**src/rtl/dkong_sound_cmd_if_if.sv**
```systemverilog
// dkong_sound_cmd_if_if: CPU-side write bus and status readback of the sound command port.
interface dkong_sound_cmd_if_if;
    logic       we;
    logic [1:0] sel;
    logic [2:0] ab;
    logic [7:0] db;
    logic       stat_clr;
    logic [7:0] status;
    modport master (output we, sel, ab, db, stat_clr, input status);
    modport slave (input we, sel, ab, db, stat_clr, output status);
endinterface

```
**src/rtl/dkong_sound_cmd_if.sv**
```systemverilog
// dkong_sound_cmd_if: main-CPU sound command latches (6H/5H/4H/3D), SACK sync and request timeout.
// DKONG_SNDCMD_STRETCH_EN enables the per-bit minimum-low stretch on the 6H triggers.
module dkong_sound_cmd_if #(
    parameter int         TIMEOUT_CYC = 24576,
    parameter logic [6:0] RST_6H      = 7'h7F,
    parameter int         STRETCH_CYC = 1024
) (
    input  logic                 W_CLK_24576M,
    input  logic                 W_RESETn,
    dkong_sound_cmd_if_if.slave  bus,
    input  logic                 I_SACK,
    output logic [6:0]           O_6H_Q,
    output logic                 O_5H_Q0,
    output logic [1:0]           O_4H_Q,
    output logic [4:0]           O_3D_Q
);
    localparam int TW = $clog2(TIMEOUT_CYC);

    logic [2:0]    sync;
    logic          pend;
    logic          tmo;
    logic [TW-1:0] cnt;
    logic          wr6;
    logic          wr5;
    logic          wr4;
    logic          wr3;
    logic          req_set;
    logic          sack_edge;
    logic          hit;
    logic          unused;

    assign wr6       = bus.we && bus.sel == 2'd0;
    assign wr5       = bus.we && bus.sel == 2'd1 && bus.ab == 3'd0;
    assign wr4       = bus.we && bus.sel == 2'd2 && bus.ab[2:1] == 2'd0;
    assign wr3       = bus.we && bus.sel == 2'd3;
    assign req_set   = wr5 && bus.db[0] && !O_5H_Q0;
    assign sack_edge = sync[1] ^ sync[2];
    assign hit       = pend && cnt == TW'(TIMEOUT_CYC - 1);
    assign bus.status = {5'b0, tmo, pend, sync[1]};
    assign unused    = ^bus.db[7:5] ^ (STRETCH_CYC == 0);

    always_ff @(posedge W_CLK_24576M or negedge W_RESETn)
        if (!W_RESETn) begin
            O_5H_Q0 <= 1'b0;
            O_4H_Q  <= '0;
            O_3D_Q  <= '0;
            sync    <= '0;
            pend    <= 1'b0;
            tmo     <= 1'b0;
            cnt     <= '0;
        end else begin
            sync <= {sync[1:0], I_SACK};
            if (wr5) O_5H_Q0 <= bus.db[0];
            if (wr4) O_4H_Q[bus.ab[0]] <= bus.db[0];
            if (wr3) O_3D_Q <= bus.db[4:0];
            // a fresh request outranks both the timeout and a coincident acknowledge
            if (req_set) begin
                pend <= 1'b1;
                cnt  <= '0;
            end else if (hit)
                pend <= 1'b0;
            else if (pend && sack_edge)
                pend <= 1'b0;
            else if (pend)
                cnt <= cnt + 1'b1;
            tmo <= (hit && !req_set) ? 1'b1 : bus.stat_clr ? 1'b0 : tmo;
        end

`ifdef DKONG_SNDCMD_STRETCH_EN
    localparam int SW = $clog2(STRETCH_CYC + 1);
    for (genvar i = 0; i < 7; i++) begin : g_6h
        logic          q;
        logic          want;
        logic          wr;
        logic [SW-1:0] left;
        assign wr        = wr6 && bus.ab == 3'(i);
        assign O_6H_Q[i] = q;
        // a rise requested while the low window is still open is parked in want
        always_ff @(posedge W_CLK_24576M or negedge W_RESETn)
            if (!W_RESETn) begin
                q    <= RST_6H[i];
                want <= 1'b0;
                left <= '0;
            end else if (wr && !bus.db[0]) begin
                q    <= 1'b0;
                want <= 1'b0;
                left <= SW'(STRETCH_CYC);
            end else begin
                if (left != '0) left <= left - 1'b1;
                if ((wr || want) && left <= SW'(1)) begin
                    q    <= 1'b1;
                    want <= 1'b0;
                end else if (wr)
                    want <= 1'b1;
            end
    end
`else
    for (genvar i = 0; i < 7; i++) begin : g_6h
        logic q;
        assign O_6H_Q[i] = q;
        always_ff @(posedge W_CLK_24576M or negedge W_RESETn)
            if (!W_RESETn)
                q <= RST_6H[i];
            else if (wr6 && bus.ab == 3'(i))
                q <= bus.db[0];
    end
`endif
endmodule

```
**src/flat_wrapper.sv**
```systemverilog
// flat-port wrapper written by rule: the top's interface ports become plain ports
module dkong_sound_cmd_if_flat 
#(
    parameter int         TIMEOUT_CYC = 24576,
    parameter logic [6:0] RST_6H      = 7'h7F,
    parameter int         STRETCH_CYC = 1024
)
  (W_CLK_24576M, W_RESETn, I_SACK, O_6H_Q, O_5H_Q0, O_4H_Q, O_3D_Q, bus_we, bus_sel, bus_ab, bus_db, bus_stat_clr, bus_status);
  dkong_sound_cmd_if_if bus_i ();
  input  logic W_CLK_24576M;
  input  logic W_RESETn;
  input  logic I_SACK;
  output logic [6:0] O_6H_Q;
  output logic O_5H_Q0;
  output logic [1:0] O_4H_Q;
  output logic [4:0] O_3D_Q;
  input wire logic [$bits(bus_i.we)-1:0] bus_we;
  input wire logic [$bits(bus_i.sel)-1:0] bus_sel;
  input wire logic [$bits(bus_i.ab)-1:0] bus_ab;
  input wire logic [$bits(bus_i.db)-1:0] bus_db;
  input wire logic [$bits(bus_i.stat_clr)-1:0] bus_stat_clr;
  output wire logic [$bits(bus_i.status)-1:0] bus_status;
  assign bus_i.we = bus_we;
  assign bus_i.sel = bus_sel;
  assign bus_i.ab = bus_ab;
  assign bus_i.db = bus_db;
  assign bus_i.stat_clr = bus_stat_clr;
  assign bus_status = bus_i.status;
  dkong_sound_cmd_if #(.TIMEOUT_CYC(TIMEOUT_CYC), .RST_6H(RST_6H), .STRETCH_CYC(STRETCH_CYC)) u_core (.W_CLK_24576M(W_CLK_24576M), .W_RESETn(W_RESETn), .bus(bus_i), .I_SACK(I_SACK), .O_6H_Q(O_6H_Q), .O_5H_Q0(O_5H_Q0), .O_4H_Q(O_4H_Q), .O_3D_Q(O_3D_Q));
endmodule
```
**config.mk**
```make
export PLATFORM = sky130hd
export DESIGN_NAME = dkong_sound_cmd_if_flat
export DESIGN_NICKNAME = d
export VERILOG_FILES = /design/src/rtl/dkong_sound_cmd_if_if.sv /design/src/rtl/dkong_sound_cmd_if.sv /design/src/flat_wrapper.sv
export SDC_FILE = /design/constraint.sdc
export NUM_CORES = 1
export LEC_CHECK = 0
export ABC_AREA = 1
export BUFFER_PORTS_ARGS = -buffer_cell sky130_fd_sc_hd__buf_4
export CAP_MARGIN = 20
export CORE_AREA = 2 2 74 76
export CTS_CLUSTER_DIAMETER = 100
export DETAILED_ROUTE_END_ITERATION = 7
export DIE_AREA = 0 0 76 78
export HOLD_SLACK_MARGIN = 0.12
export RECOVER_POWER = 50
export SYNTH_ARGS = -nofsm -noshare
export SYNTH_HDL_FRONTEND = slang
export SYNTH_SLANG_ARGS = --single-unit
```
**constraint.sdc**
```tcl
create_clock -name W_CLK_24576M -period 2.25 [get_ports W_CLK_24576M]
set_clock_uncertainty 0.2 [all_clocks]
set_input_delay 0.3375 -clock W_CLK_24576M [delete_from_list [all_inputs] [get_ports W_CLK_24576M]]
set_output_delay 0.3375 -clock W_CLK_24576M [all_outputs]
set_load 0.1 [all_outputs]
```
Yosys cells after proc, flatten, opt, wreduce, memory -nomap -nowiden
Index checks and enable logic that the tools add are counted.
{"block": "totals", "ff_bits": 35, "in_bits": 18, "out_inout_bits": 23, "word_cells": 70}
{"block": "classes", "add_sub_neg": 1, "order_cmp": 2, "eq_ne": 12, "n_mux": 12, "bitwise": 1, "reduce_logical": 28}
{"cell": "$mux 15", "count": 4}
{"cell": "$logic_and 1x1->1", "count": 19}
{"cell": "$add 15x1->15 const B", "count": 1}
{"cell": "$eq 15x15->1 const B", "count": 1}
{"cell": "$eq 3x3->1 const B", "count": 3}
{"cell": "$eq 3x2->1 const B", "count": 2}
{"cell": "$mux 1", "count": 6}
{"cell": "$eq 2x2->1 const B", "count": 2}
{"cell": "$logic_not 2->1", "count": 2}
{"cell": "$ne 2x1->1 const B", "count": 2}
{"cell": "$reduce_bool 2->1", "count": 2}
{"cell": "$eq 3x1->1 const B", "count": 1}
{"cell": "$logic_not 3->1", "count": 1}
{"cell": "$reduce_and 3->1", "count": 1}
{"cell": "$reduce_bool 3->1", "count": 1}
{"cell": "$bwmux 2", "count": 1}
{"cell": "$eq 2x1->1 const B", "count": 1}
{"cell": "$logic_not 1->1", "count": 2}
{"cell": "$lt 1x2->1 const B", "count": 1}
{"cell": "$demux 1 s1", "count": 1}
{"cell": "$ge 1x1->1 const B", "count": 1}
{"cell": "$xor 1x1->1", "count": 1}

Logic depth before layout (Yosys ltp)
Gate-level depths: netlist (run 1).
{"block": "depth", "ltp_word": 8, "mapped_depth": 10, "mapped_depth_nobuf": 9}

Least setup slack after synthesis (run 1)
OpenSTA, ideal clock, no wires.
{"block": "synth_timing", "kind": "reg2reg", "start": "reg u_core.O_5H_Q0", "end": "reg u_core.cnt[0]", "setup_ns": 0.077, "t_arrival_ns": 1.767, "t_required_ns": 1.973, "setup_slack_ns": 0.206, "stages_incl_launch_ff": 7, "n_path_buf": 0, "period_less_slack_ns": 2.044, "cell_sequence": "dfrtp_1 > inv_1 > nand3_4 > inv_4 > nor2_1 > nand2_1 > o21ai_1"}
{"block": "synth_between", "elab_chain_cells": 4, "word_cells_on_any_way": 7, "classes_between": "2 x eq/ne; 1 x mux; 4 x reduce/logical"}
{"item": "start: declaration", "line": "dkong_sound_cmd_if.sv:13", "source": "output logic O_5H_Q0,"}
{"item": "start signal: assignment", "line": "dkong_sound_cmd_if.sv:53", "source": "if (wr5) O_5H_Q0 <= bus.db[0];"}
{"item": "$logic_not 1->1 *", "line": "dkong_sound_cmd_if.sv:36", "source": "assign req_set = wr5 && bus.db[0] && !O_5H_Q0;"}
{"item": "$logic_and 1x1->1 *", "line": "dkong_sound_cmd_if.sv:36"}
{"item": "$ne 2x1->1 (no line) or $reduce_bool 2->1 (tied branches)"}
{"item": "$reduce_and 3->1 (no line)"}
{"item": "end signal: assignment", "line": "dkong_sound_cmd_if.sv:65", "source": "cnt <= cnt + 1'b1;"}
{"item": "end: declaration", "line": "dkong_sound_cmd_if.sv:22", "source": "logic [TW-1:0] cnt;"}
Every way passes the cells marked *; elsewhere a longest branch is shown, timed or not.
A chain may end at the register's enable or synchronous reset.

Worst setup path after layout (run 1)
{"block": "layout_timing", "start": "reg u_core.cnt[0]", "end": "reg u_core.cnt[3]"}
{"block": "layout_between", "elab_chain_cells": 5, "word_cells_on_any_way": 9, "classes_between": "1 x add/sub; 2 x eq/ne; 4 x mux; 2 x reduce/logical"}
{"item": "$add 15x1->15", "line": "dkong_sound_cmd_if.sv:65"}
{"item": "$mux 15", "line": "dkong_sound_cmd_if.sv:64", "source": "else if (pend)"}
{"item": "$mux 15", "line": "dkong_sound_cmd_if.sv:62", "source": "else if (pend && sack_edge)"}
{"item": "$mux 15", "line": "dkong_sound_cmd_if.sv:60", "source": "end else if (hit)"}
{"item": "$mux 15", "line": "dkong_sound_cmd_if.sv:57", "source": "if (req_set) begin"}
Parallel ways exist; a longest one is shown, timed or not. The select of a mux whose other input is x is not followed.

==> report_table.html, run 1 <==
<table>
<tr><th>Metric</th><th>Value</th></tr>
<tr><th colspan="2">Synth</th></tr>
<tr><td>Total standard cell area after synthesis</td><td>~2000 um^2</td></tr>
<tr><td>Post-synthesis cell type count</td><td>29</td></tr>
<tr><td>Register bit count reported by yosys</td><td>35</td></tr>
<tr><td>Avg Cell Area, Syn</td><td>about 8.4 um^2</td></tr>
<tr><td>YS warnings</td><td>0</td></tr>
<tr><td>Number of standard cells after synthesis</td><td>approximately 230</td></tr>
<tr><td>Register area share after synthesis</td><td>between 40% and 50%</td></tr>
<tr><th colspan="2">Timing</th></tr>
<tr><td>Max-slew violations</td><td>0</td></tr>
<tr><td>Slew @ Worst Pin</td><td>0.853 ns</td></tr>
<tr><td>Post-route fraction of the period consumed by the critical path</td><td>~84%</td></tr>
<tr><td>Rel. slew slack</td><td>between 40% and 50%</td></tr>
<tr><td>Final TNS setup</td><td>0 ns</td></tr>
<tr><td>Hold violation total from the final report</td><td>0</td></tr>
<tr><td>Setup violations, final</td><td>0</td></tr>
<tr><td>Maximum frequency from static timing analysis</td><td>532 MHz</td></tr>
<tr><td>Setup repair after global routing missed its margin</td><td>no</td></tr>
<tr><td>Min Clock Period, post-route</td><td>~1.9 ns</td></tr>
<tr><th colspan="2">Die</th></tr>
<tr><td>Initial standard-cell utilization of the core</td><td>between 30% and 40%</td></tr>
<tr><td>Num ports</td><td>41</td></tr>
<tr><td>CORE AREA</td><td>roughly 5000 um^2</td></tr>
<tr><td>Die Y</td><td>just under 80 um</td></tr>
<tr><td>Standard-cell rows</td><td>26</td></tr>
<tr><td>DIE AREA</td><td>5930 um^2</td></tr>
<tr><td>Chip Width</td><td>about 76 um</td></tr>
<tr><th colspan="2">Clocking</th></tr>
<tr><td>CTS H-tree depth</td><td>2</td></tr>
<tr><td>Num CTS Buffers</td><td>5</td></tr>
<tr><td>TritonCTS clock tree</td><td>done</td></tr>
<tr><td>Maximum buffer depth of the clock tree</td><td>2</td></tr>
<tr><td>Clock latency of the later-clocked register in the worst-skew pair</td><td>between 0.2 and 0.3 ns</td></tr>
<tr><td>Clock sink count</td><td>35</td></tr>
<tr><td>Buffer cell driving the clock tree root</td><td>sky130_fd_sc_hd__clkbuf_8</td></tr>
<tr><td>Clk pin slew, worst setup/hold paths</td><td>0.07 ns</td></tr>
<tr><th colspan="2">Status</th></tr>
<tr><td>Status</td><td>finished, final reports clean</td></tr>
<tr><th colspan="2">Min path</th></tr>
<tr><td>Path class of the lowest-slack min-delay path</td><td>reg -&gt; reg</td></tr>
<tr><td>Instance count along the most critical hold path</td><td>0</td></tr>
<tr><td>Worst hold endpoint</td><td>u_core.sync[1]</td></tr>
<tr><td>Worst Hold Launch</td><td>u_core.sync[0]</td></tr>
<tr><th colspan="2">Power</th></tr>
<tr><td>Static leakage</td><td>roughly 1.1 nW</td></tr>
<tr><td>Worst voltage drop across the vdd grid</td><td>0.681 mV</td></tr>
<tr><td>Pwr dens</td><td>893 nW/um^2</td></tr>
<tr><th colspan="2">Detailed routing</th></tr>
<tr><td>Routed Wire Length</td><td>~3.8 mm</td></tr>
<tr><td>Average wire per standard cell</td><td>11.2 um</td></tr>
<tr><td>Remaining DRCs</td><td>0</td></tr>
<tr><td>Via count of the routed design</td><td>1575</td></tr>
<tr><td>First drt pass iteration count</td><td>4</td></tr>
<tr><td>DRT iter0 DRCs</td><td>81</td></tr>
<tr><td>Number of routed nets with antenna violations</td><td>0</td></tr>
<tr><td>Average vias per placed instance</td><td>roughly 4.6</td></tr>
<tr><th colspan="2">Worst setup path</th></tr>
<tr><td>Setup slack of the worst register-to-register path</td><td>around 0.37 ns</td></tr>
<tr><td>Endpoint of the worst-slack reg-to-reg timing path</td><td>u_core.cnt[3]</td></tr>
<tr><td>Endpoint class of the critical path</td><td>flop</td></tr>
<tr><td>Standard cell with the maximum stage delay on the critical path</td><td>sky130_fd_sc_hd__dfrtp_1</td></tr>
<tr><td>Worst path arrival time</td><td>1.90 ns</td></tr>
<tr><td>CP Data Required Time</td><td>2.27 ns</td></tr>
<tr><td>WS Path Type</td><td>reg -&gt; reg</td></tr>
<tr><td>Ordered cell list for the critical path</td><td>ha_1 -&gt; nand2_2 -&gt; nor2_4 -&gt; nand2_4 -&gt; o21ai_2 -&gt; nor2_1 -&gt; nand2_1 -&gt; o21ai_1</td></tr>
<tr><td>Slowest stage delay, CP</td><td>about 0.4 ns</td></tr>
<tr><td>R2R cell count</td><td>8</td></tr>
<tr><td>Worst setup SP type</td><td>flop</td></tr>
<tr><td>Number of buffer and inverter stages on the critical path</td><td>0</td></tr>
<tr><td>Startpoint of the worst register-to-register path</td><td>u_core.cnt[0]</td></tr>
<tr><td>Top Family by Delay on Critical Path</td><td>simple AND/OR/NAND/NOR gates</td></tr>
<tr><td>Largest fanout of any net on the critical path</td><td>7</td></tr>
<tr><th colspan="2">Job</th></tr>
<tr><td>Number of max-capacitance violations reported</td><td>0</td></tr>
<tr><th colspan="2">GRT</th></tr>
<tr><td>Number of global-route vias before repair</td><td>about 1600</td></tr>
<tr><td>Tot GR Track Use</td><td>14.6%</td></tr>
<tr><td>Total gr overflow</td><td>0</td></tr>
<tr><td>Wire length of the first global-routing pass</td><td>~6.9 mm</td></tr>
<tr><td>Maximum number of pins on one net before global-route repair</td><td>36</td></tr>
<tr><td>Initial antenna violation count</td><td>0</td></tr>
<tr><th colspan="2">Placed design</th></tr>
<tr><td>Total half-perimeter wirelength after legalization and detailed placement</td><td>between 2 and 3 mm</td></tr>
<tr><td>RD Place Congestion</td><td>approximately 0.80</td></tr>
<tr><td>Number of buffer cells added on primary ports</td><td>32</td></tr>
<tr><th colspan="2">Layout</th></tr>
<tr><td>Layout area overhead</td><td>20.4%</td></tr>
<tr><td>Number of nets in the final layout</td><td>~290</td></tr>
<tr><td>Inserted Diodes</td><td>0</td></tr>
<tr><td>Final design utilization</td><td>a little under half</td></tr>
<tr><td>Fraction of final layout cells with drive strength greater than 1</td><td>between 20% and 30%</td></tr>
</table>
-- kinds of logic (layout without fill, tap and decap cells) --
logic type / count (synthesis) / after routing / share of synthesized area [%]
other cells: 1 / 5 / 0.191
xor+xnor: 8 / 8 / 3.56
mux: 4 / 4 / 2.29
compound gates: 21 / 21 / 5.85
simple gates: 125 / 125 / 31.4
buf+inv: 38 / 70 / 11.1
fa+ha+maj: 1 / 1 / 0.636
flops: 35 / 35 / 45.0
-- worst max path at each step --
stage	endpoint	from	cells after the start	slack, ns
floorplan	u_core.cnt[0]	u_core.O_5H_Q0	6	0.21
global placement	u_core.cnt[12]	u_core.cnt[0]	8	0.38
detailed placement	u_core.cnt[3]	u_core.cnt[0]	8	0.35
CTS	u_core.cnt[3]	u_core.cnt[0]	8	0.33
global route	u_core.cnt[3]	u_core.cnt[0]	8	0.16
finish	u_core.cnt[3]	u_core.cnt[0]	8	0.37
-- metrics by stage --
stage	setup slack, ns	instance area, um^2	instances	hold WS, ns	power (mW)
2_1_floorplan	0.206	1980	237	-0.158	1.41
3_3_place_gp	0.378	2180	323	0.119	1.53
3_5_place_dp	0.347	2180	323	0.118	1.54
4_1_cts	0.330	2370	339	0.151	2.14
5_1_grt	0.155	2370	339	0.164	2.21
6_report	0.371	2370	339	0.156	2.11
-- flip-flops by register name, summed over array words and instances (netlist names) --
| signal | flops |
|---|---|
| u_core.cnt | 15 |
| u_core.g_6h.q | 7 |
| u_core.O_3D_Q | 5 |
| u_core.sync | 3 |
| u_core.O_4H_Q | 2 |
| u_core.O_5H_Q0 | 1 |
| u_core.pend | 1 |
| u_core.tmo | 1 |
-- power breakdown --
| group | internal, mW | switching, mW |
|---|---|---|
| registers | 0.730 | 0.0616 |
| clock network | 0.358 | 0.231 |
| logic | 0.156 | 0.578 |
| total | 1.25 | 0.870 |
-- cells in the final DEF (no fill, tap or decap), types with 2 or more instances in the layout --
cell	netlist	layout
sky130_fd_sc_hd__conb_1	1	5
sky130_fd_sc_hd__dfrtp_1	28	28
sky130_fd_sc_hd__nor3_1	2	2
sky130_fd_sc_hd__nand2_2	11	11
sky130_fd_sc_hd__nand4_1	12	12
sky130_fd_sc_hd__dfstp_2	7	7
sky130_fd_sc_hd__nand2_1	56	56
sky130_fd_sc_hd__clkbuf_4	0	5
sky130_fd_sc_hd__o21bai_1	2	2
sky130_fd_sc_hd__nand3_1	11	11
sky130_fd_sc_hd__nor2_4	4	4
sky130_fd_sc_hd__nor2_2	3	3
sky130_fd_sc_hd__a21oi_1	5	5
sky130_fd_sc_hd__xor2_1	8	8
sky130_fd_sc_hd__buf_4	15	25
sky130_fd_sc_hd__nor2_1	23	23
sky130_fd_sc_hd__mux2_2	4	4
sky130_fd_sc_hd__dlygate4sd3_1	0	8
sky130_fd_sc_hd__inv_1	19	19
sky130_fd_sc_hd__o21ai_1	3	3
sky130_fd_sc_hd__o21ai_0	9	9
sky130_fd_sc_hd__clkbuf_8	0	6
-- layer usage --
| layer | GRT usage, % | share of wire [%] | wire (um) | vias to the layer above |
|---|---|---|---|---|
| li1 | - | - | - | 794 |
| met1 | 18.6 | 47 | 1790 | 741 |
| met2 | 23.8 | 48 | 1820 | 34 |
| met3 | 3.02 | 3.5 | 132 | 6 |
| met4 | 7.45 | 1.9 | 73 | 0 |
| met5 | 0 | 0 | 0 | - |
-- Yosys cell counts --
cell type                  number  area (um^2)
sky130_fd_sc_hd__o21ai_2        1         8.76
sky130_fd_sc_hd__dfstp_2        7          184
sky130_fd_sc_hd__a31oi_1        1         6.26
sky130_fd_sc_hd__nand3_4        1         17.5
sky130_fd_sc_hd__o21ai_0        9         45.0
sky130_fd_sc_hd__dfrtp_1       28          701
sky130_fd_sc_hd__buf_4         15          113
sky130_fd_sc_hd__a21oi_1        5         25.0
sky130_fd_sc_hd__nand4_1       12         75.1
sky130_fd_sc_hd__nor2_2         3         18.8
sky130_fd_sc_hd__nand2_1       56          210
sky130_fd_sc_hd__nand3_1       11         55.1
sky130_fd_sc_hd__inv_1         19         71.3
sky130_fd_sc_hd__nand2_2       11         68.8
sky130_fd_sc_hd__inv_2          1         3.75
sky130_fd_sc_hd__o21ai_1        3         15.0
sky130_fd_sc_hd__mux2_2         4         45.0
sky130_fd_sc_hd__xor2_1         8         70.1
sky130_fd_sc_hd__nand2_4        1         11.3
sky130_fd_sc_hd__ha_1           1         12.5
sky130_fd_sc_hd__buf_12         1         20.0
sky130_fd_sc_hd__nor2_4         4         45.0
sky130_fd_sc_hd__conb_1         1         3.75
sky130_fd_sc_hd__o21bai_1       2         15.0
sky130_fd_sc_hd__nor2_8         1         20.0
sky130_fd_sc_hd__clkinv_1       1         3.75
sky130_fd_sc_hd__nor2_1        23         86.3
sky130_fd_sc_hd__inv_4          1         6.26
sky130_fd_sc_hd__nor3_1         2         10.0
-- cell type report --
| type | instances | area [um^2] |
|---|---|---|
| inverters | 22 | 85.1 |
| clock buffers | 6 | 82.6 |
| well taps | 70 | 87.6 |
| repair buffers | 40 | 314 |
| flip-flops and latches | 35 | 885 |
| clock inverters | 2 | 35.0 |
| fillers | 506 | 2670 |
| multi-input cells | 164 | 880 |
-- what timing repair did --
action                    CTS  global route
hold buffers                8             0
hold endpoints to repair   35             0
resized for setup           0             0
buffers inserted            0             0
(Power assumes the default switching activity.)
==> inputs of run 2 (changes only) <==
==> constraint.sdc (replaced) <==
create_clock -name W_CLK_24576M -period 1.9 [get_ports W_CLK_24576M]
set_clock_uncertainty 0.2 [all_clocks]
set_input_delay 0.285 -clock W_CLK_24576M [delete_from_list [all_inputs] [get_ports W_CLK_24576M]]
set_output_delay 0.285 -clock W_CLK_24576M [all_outputs]
set_load 0.1 [all_outputs]
==> report_table.html, run 2 (synthesis results as in run 1) <==
<table>
<tr><th>Metric</th><th>Value</th></tr>
<tr><th colspan="2">Status</th></tr>
<tr><td>Status</td><td>finished, final reports clean</td></tr>
<tr><th colspan="2">Worst setup path</th></tr>
<tr><td>Endpoint of the worst-slack reg-to-reg timing path</td><td>u_core.cnt[12]</td></tr>
<tr><td>Worst setup SP type</td><td>input pin</td></tr>
<tr><td>Top Family by Delay on Critical Path</td><td>buffers and inverters</td></tr>
<tr><td>Startpoint of the worst register-to-register path</td><td>u_core.cnt[9]</td></tr>
<tr><td>R2R cell count</td><td>7</td></tr>
<tr><td>Number of buffer and inverter stages on the critical path</td><td>5</td></tr>
<tr><td>Endpoint class of the critical path</td><td>flop</td></tr>
<tr><td>CP Data Required Time</td><td>1.87 ns</td></tr>
<tr><td>Worst setup startpoint</td><td>bus_ab[2]</td></tr>
<tr><td>WS Path Type</td><td>in -&gt; reg</td></tr>
<tr><td>Largest fanout of any net on the critical path</td><td>12</td></tr>
<tr><td>Most prevalent standard cell on the critical path</td><td>sky130_fd_sc_hd__buf_4</td></tr>
<tr><td>Ordered cell list for the critical path</td><td>dlygate4sd3_1 -&gt; buf_4 -&gt; inv_2 -&gt; nand2_1 -&gt; nor2_4 -&gt; nand3_4 -&gt; inv_4 -&gt; buf_4 -&gt; nor2_8 -&gt; o21ai_0</td></tr>
<tr><td>Slowest stage delay, CP</td><td>roughly 0.54 ns</td></tr>
<tr><td>Standard cell with the maximum stage delay on the critical path</td><td>sky130_fd_sc_hd__dlygate4sd3_1</td></tr>
<tr><td>Setup slack of the worst register-to-register path</td><td>roughly 0.16 ns</td></tr>
<tr><td>Worst path arrival time</td><td>approximately 1.8 ns</td></tr>
<tr><th colspan="2">Timing</th></tr>
<tr><td>Post-route fraction of the period consumed by the critical path</td><td>a little over nine tenths</td></tr>
<tr><td>Rel. slew slack</td><td>between 40% and 50%</td></tr>
<tr><td>Max-slew violations</td><td>0</td></tr>
<tr><td>Setup violations, final</td><td>0</td></tr>
<tr><td>Slew @ Worst Pin</td><td>0.852 ns</td></tr>
<tr><td>Hold violation total from the final report</td><td>0</td></tr>
<tr><td>Setup repair after global routing missed its margin</td><td>no</td></tr>
<tr><td>Maximum frequency from static timing analysis</td><td>554 MHz</td></tr>
<tr><td>Min Clock Period, post-route</td><td>roughly 1.8 ns</td></tr>
<tr><td>Worst setup slack after layout</td><td>~0.095 ns</td></tr>
<tr><td>Final TNS setup</td><td>0 ns</td></tr>
<tr><th colspan="2">Die</th></tr>
<tr><td>Num ports</td><td>approximately 40</td></tr>
<tr><td>CORE AREA</td><td>roughly 5000 um^2</td></tr>
<tr><td>Chip Width</td><td>approximately 76 um</td></tr>
<tr><td>Standard-cell rows</td><td>26</td></tr>
<tr><td>DIE AREA</td><td>5930 um^2</td></tr>
<tr><td>Die Y</td><td>around 78 um</td></tr>
<tr><td>Initial standard-cell utilization of the core</td><td>between 30 and 40%</td></tr>
<tr><th colspan="2">Min path</th></tr>
<tr><td>Worst Hold Launch</td><td>bus_ab[1]</td></tr>
<tr><td>Path class of the lowest-slack min-delay path</td><td>in -&gt; reg</td></tr>
<tr><td>Instance count along the most critical hold path</td><td>3</td></tr>
<tr><td>Worst hold endpoint</td><td>u_core.g_6h[3].q</td></tr>
<tr><th colspan="2">GRT</th></tr>
<tr><td>Number of global-route vias before repair</td><td>between 1500 and 2000</td></tr>
<tr><td>Maximum number of pins on one net before global-route repair</td><td>36</td></tr>
<tr><td>Tot GR Track Use</td><td>14.5%</td></tr>
<tr><td>Wire length of the first global-routing pass</td><td>between 6 and 7 mm</td></tr>
<tr><td>Total gr overflow</td><td>0</td></tr>
<tr><td>Initial antenna violation count</td><td>0</td></tr>
<tr><th colspan="2">Clocking</th></tr>
<tr><td>Clk pin slew, worst setup/hold paths</td><td>roughly 0.080 ns</td></tr>
<tr><td>TritonCTS clock tree</td><td>done</td></tr>
<tr><td>CTS H-tree depth</td><td>2</td></tr>
<tr><td>Buffer cell driving the clock tree root</td><td>sky130_fd_sc_hd__clkbuf_8</td></tr>
<tr><td>Num CTS Buffers</td><td>5</td></tr>
<tr><td>Maximum buffer depth of the clock tree</td><td>2</td></tr>
<tr><td>Clock latency of the later-clocked register in the worst-skew pair</td><td>about 0.28 ns</td></tr>
<tr><td>Clock sink count</td><td>35</td></tr>
<tr><th colspan="2">Power</th></tr>
<tr><td>Pwr dens</td><td>981 nW/um^2</td></tr>
<tr><td>Overall Power</td><td>2.39 mW</td></tr>
<tr><td>Worst voltage drop across the vdd grid</td><td>0.688 mV</td></tr>
<tr><td>Static leakage</td><td>approximately 1.2 nW</td></tr>
<tr><th colspan="2">Detailed routing</th></tr>
<tr><td>Remaining DRCs</td><td>0</td></tr>
<tr><td>Average vias per placed instance</td><td>roughly 4.6</td></tr>
<tr><td>Number of routed nets with antenna violations</td><td>0</td></tr>
<tr><td>DRT iter0 DRCs</td><td>107</td></tr>
<tr><td>First drt pass iteration count</td><td>4</td></tr>
<tr><td>Average wire per standard cell</td><td>approximately 11 um</td></tr>
<tr><td>Via count of the routed design</td><td>1616</td></tr>
<tr><td>Routed Wire Length</td><td>around 4.0 mm</td></tr>
<tr><th colspan="2">Layout</th></tr>
<tr><td>Fraction of final layout cells with drive strength greater than 1</td><td>a little under a third</td></tr>
<tr><td>Commonest non-fill, non-tap cells in the layout</td><td>sky130_fd_sc_hd__nand2_1, sky130_fd_sc_hd__buf_4, sky130_fd_sc_hd__dfrtp_1</td></tr>
<tr><td>Regs by FF count</td><td>u_core.cnt: 15 flops, u_core.g_6h.q: 7 flops, u_core.O_3D_Q: 5 flops</td></tr>
<tr><td>Inserted Diodes</td><td>0</td></tr>
<tr><td>Most common cell after layout, fill and taps aside</td><td>sky130_fd_sc_hd__nand2_1</td></tr>
<tr><td>Multi-input logic area</td><td>885 um^2</td></tr>
<tr><td>Final design utilization</td><td>around 48%</td></tr>
<tr><td>Number of nets in the final layout</td><td>between 200 and 300</td></tr>
<tr><td>Largest register by flop count</td><td>u_core.cnt</td></tr>
<tr><td>Number of cells in the finished layout apart from fillers</td><td>between 300 and 400</td></tr>
<tr><td>Largest register FFs</td><td>15</td></tr>
<tr><td>Combined flip-flop and latch cell area</td><td>between 800 and 900 um^2</td></tr>
<tr><td>Layout area overhead</td><td>24.0%</td></tr>
<tr><td>Filler Cells Inserted</td><td>a little under 500</td></tr>
<tr><th colspan="2">Job</th></tr>
<tr><td>Number of max-capacitance violations reported</td><td>0</td></tr>
<tr><th colspan="2">Placed design</th></tr>
<tr><td>Worst slack at placement</td><td>approximately 0.18 ns</td></tr>
<tr><td>RD Place Congestion</td><td>0.839</td></tr>
<tr><td>Number of buffer cells added on primary ports</td><td>32</td></tr>
<tr><td>Number of placed cells counting well taps</td><td>approximately 330</td></tr>
<tr><td>Total half-perimeter wirelength after legalization and detailed placement</td><td>between 2 and 3 mm</td></tr>
</table>
## run 2: cell types whose count changed in the layout (fill, tap and decap cells not counted), sizes merged
cell	previous run	this run
buf	25	35
bufinv	1	0
dlygate4sd3	8	10
## run 2: per-layer routing
layer / track usage, % / up-vias / share of wire (%)
li1: - / 828 / -
met1: 19.6 / 743 / 48
met2: 22.5 / 41 / 46
met3: 4.07 / 4 / 4.5
met4: 4.91 / 0 / 1.2
met5: 0 / - / 0
## run 2: power breakdown
part	switching (mW)	internal, mW	leakage [nW]	total, mW
logic	0.698	0.205	0.672	0.903
registers	0.0666	0.866	0.431	0.933
clock network	0.267	0.293	0.0482	0.559
total	1.03	1.36	1.15	2.39
## run 2: layout make-up
class | instances | share of cell area [%]
Sequential cell | 35 | 36.3
Multi-Input combinational cell | 164 | 36.3
Timing Repair Buffer | 51 | 16.6
Tap cell | 70 | 3.59
Clock buffer | 7 | 3.54
Inverter | 22 | 3.49
Clock inverter | 1 | 0.205
## run 2: timing repair
action / in CTS / in global routing
buffers inserted: 0 / 1
endpoints found under the setup margin: 0 / 15
resized for setup: 0 / 1
hold endpoints to repair: 44 / 0
hold buffers: 10 / 0
## run 2: metrics by stage
stage | area (um^2) | hold WS, ns
4_1_cts | 2430 | 0.131
3_3_place_gp | 2240 | 0.0734
2_1_floorplan | 1980 | -0.211
5_1_grt | 2440 | 0.152
6_report | 2440 | 0.144
3_5_place_dp | 2240 | 0.0735
## run 2: worst max path at each step
stage / endpoint / slack [ns] / depth (start not counted)
4_1_cts: u_core.cnt[1] / 0.06 / 11
5_1_grt: u_core.cnt[5] / 0.003 / 11
3_5_place_dp: u_core.cnt[12] / 0.18 / 8
2_1_floorplan: u_core.cnt[0] / 0.16 / 6
6_report: u_core.cnt[12] / 0.1 / 10
3_3_place_gp: u_core.cnt[12] / 0.19 / 8
## run 2: worst reg2reg max path, delay by kind of cell, from the launching register on
kind	cells	cell delay, ns
AND/OR/NAND/NOR	6	0.88
flip-flops	1	0.44
AO/OA/AOI/OAI	1	0.11
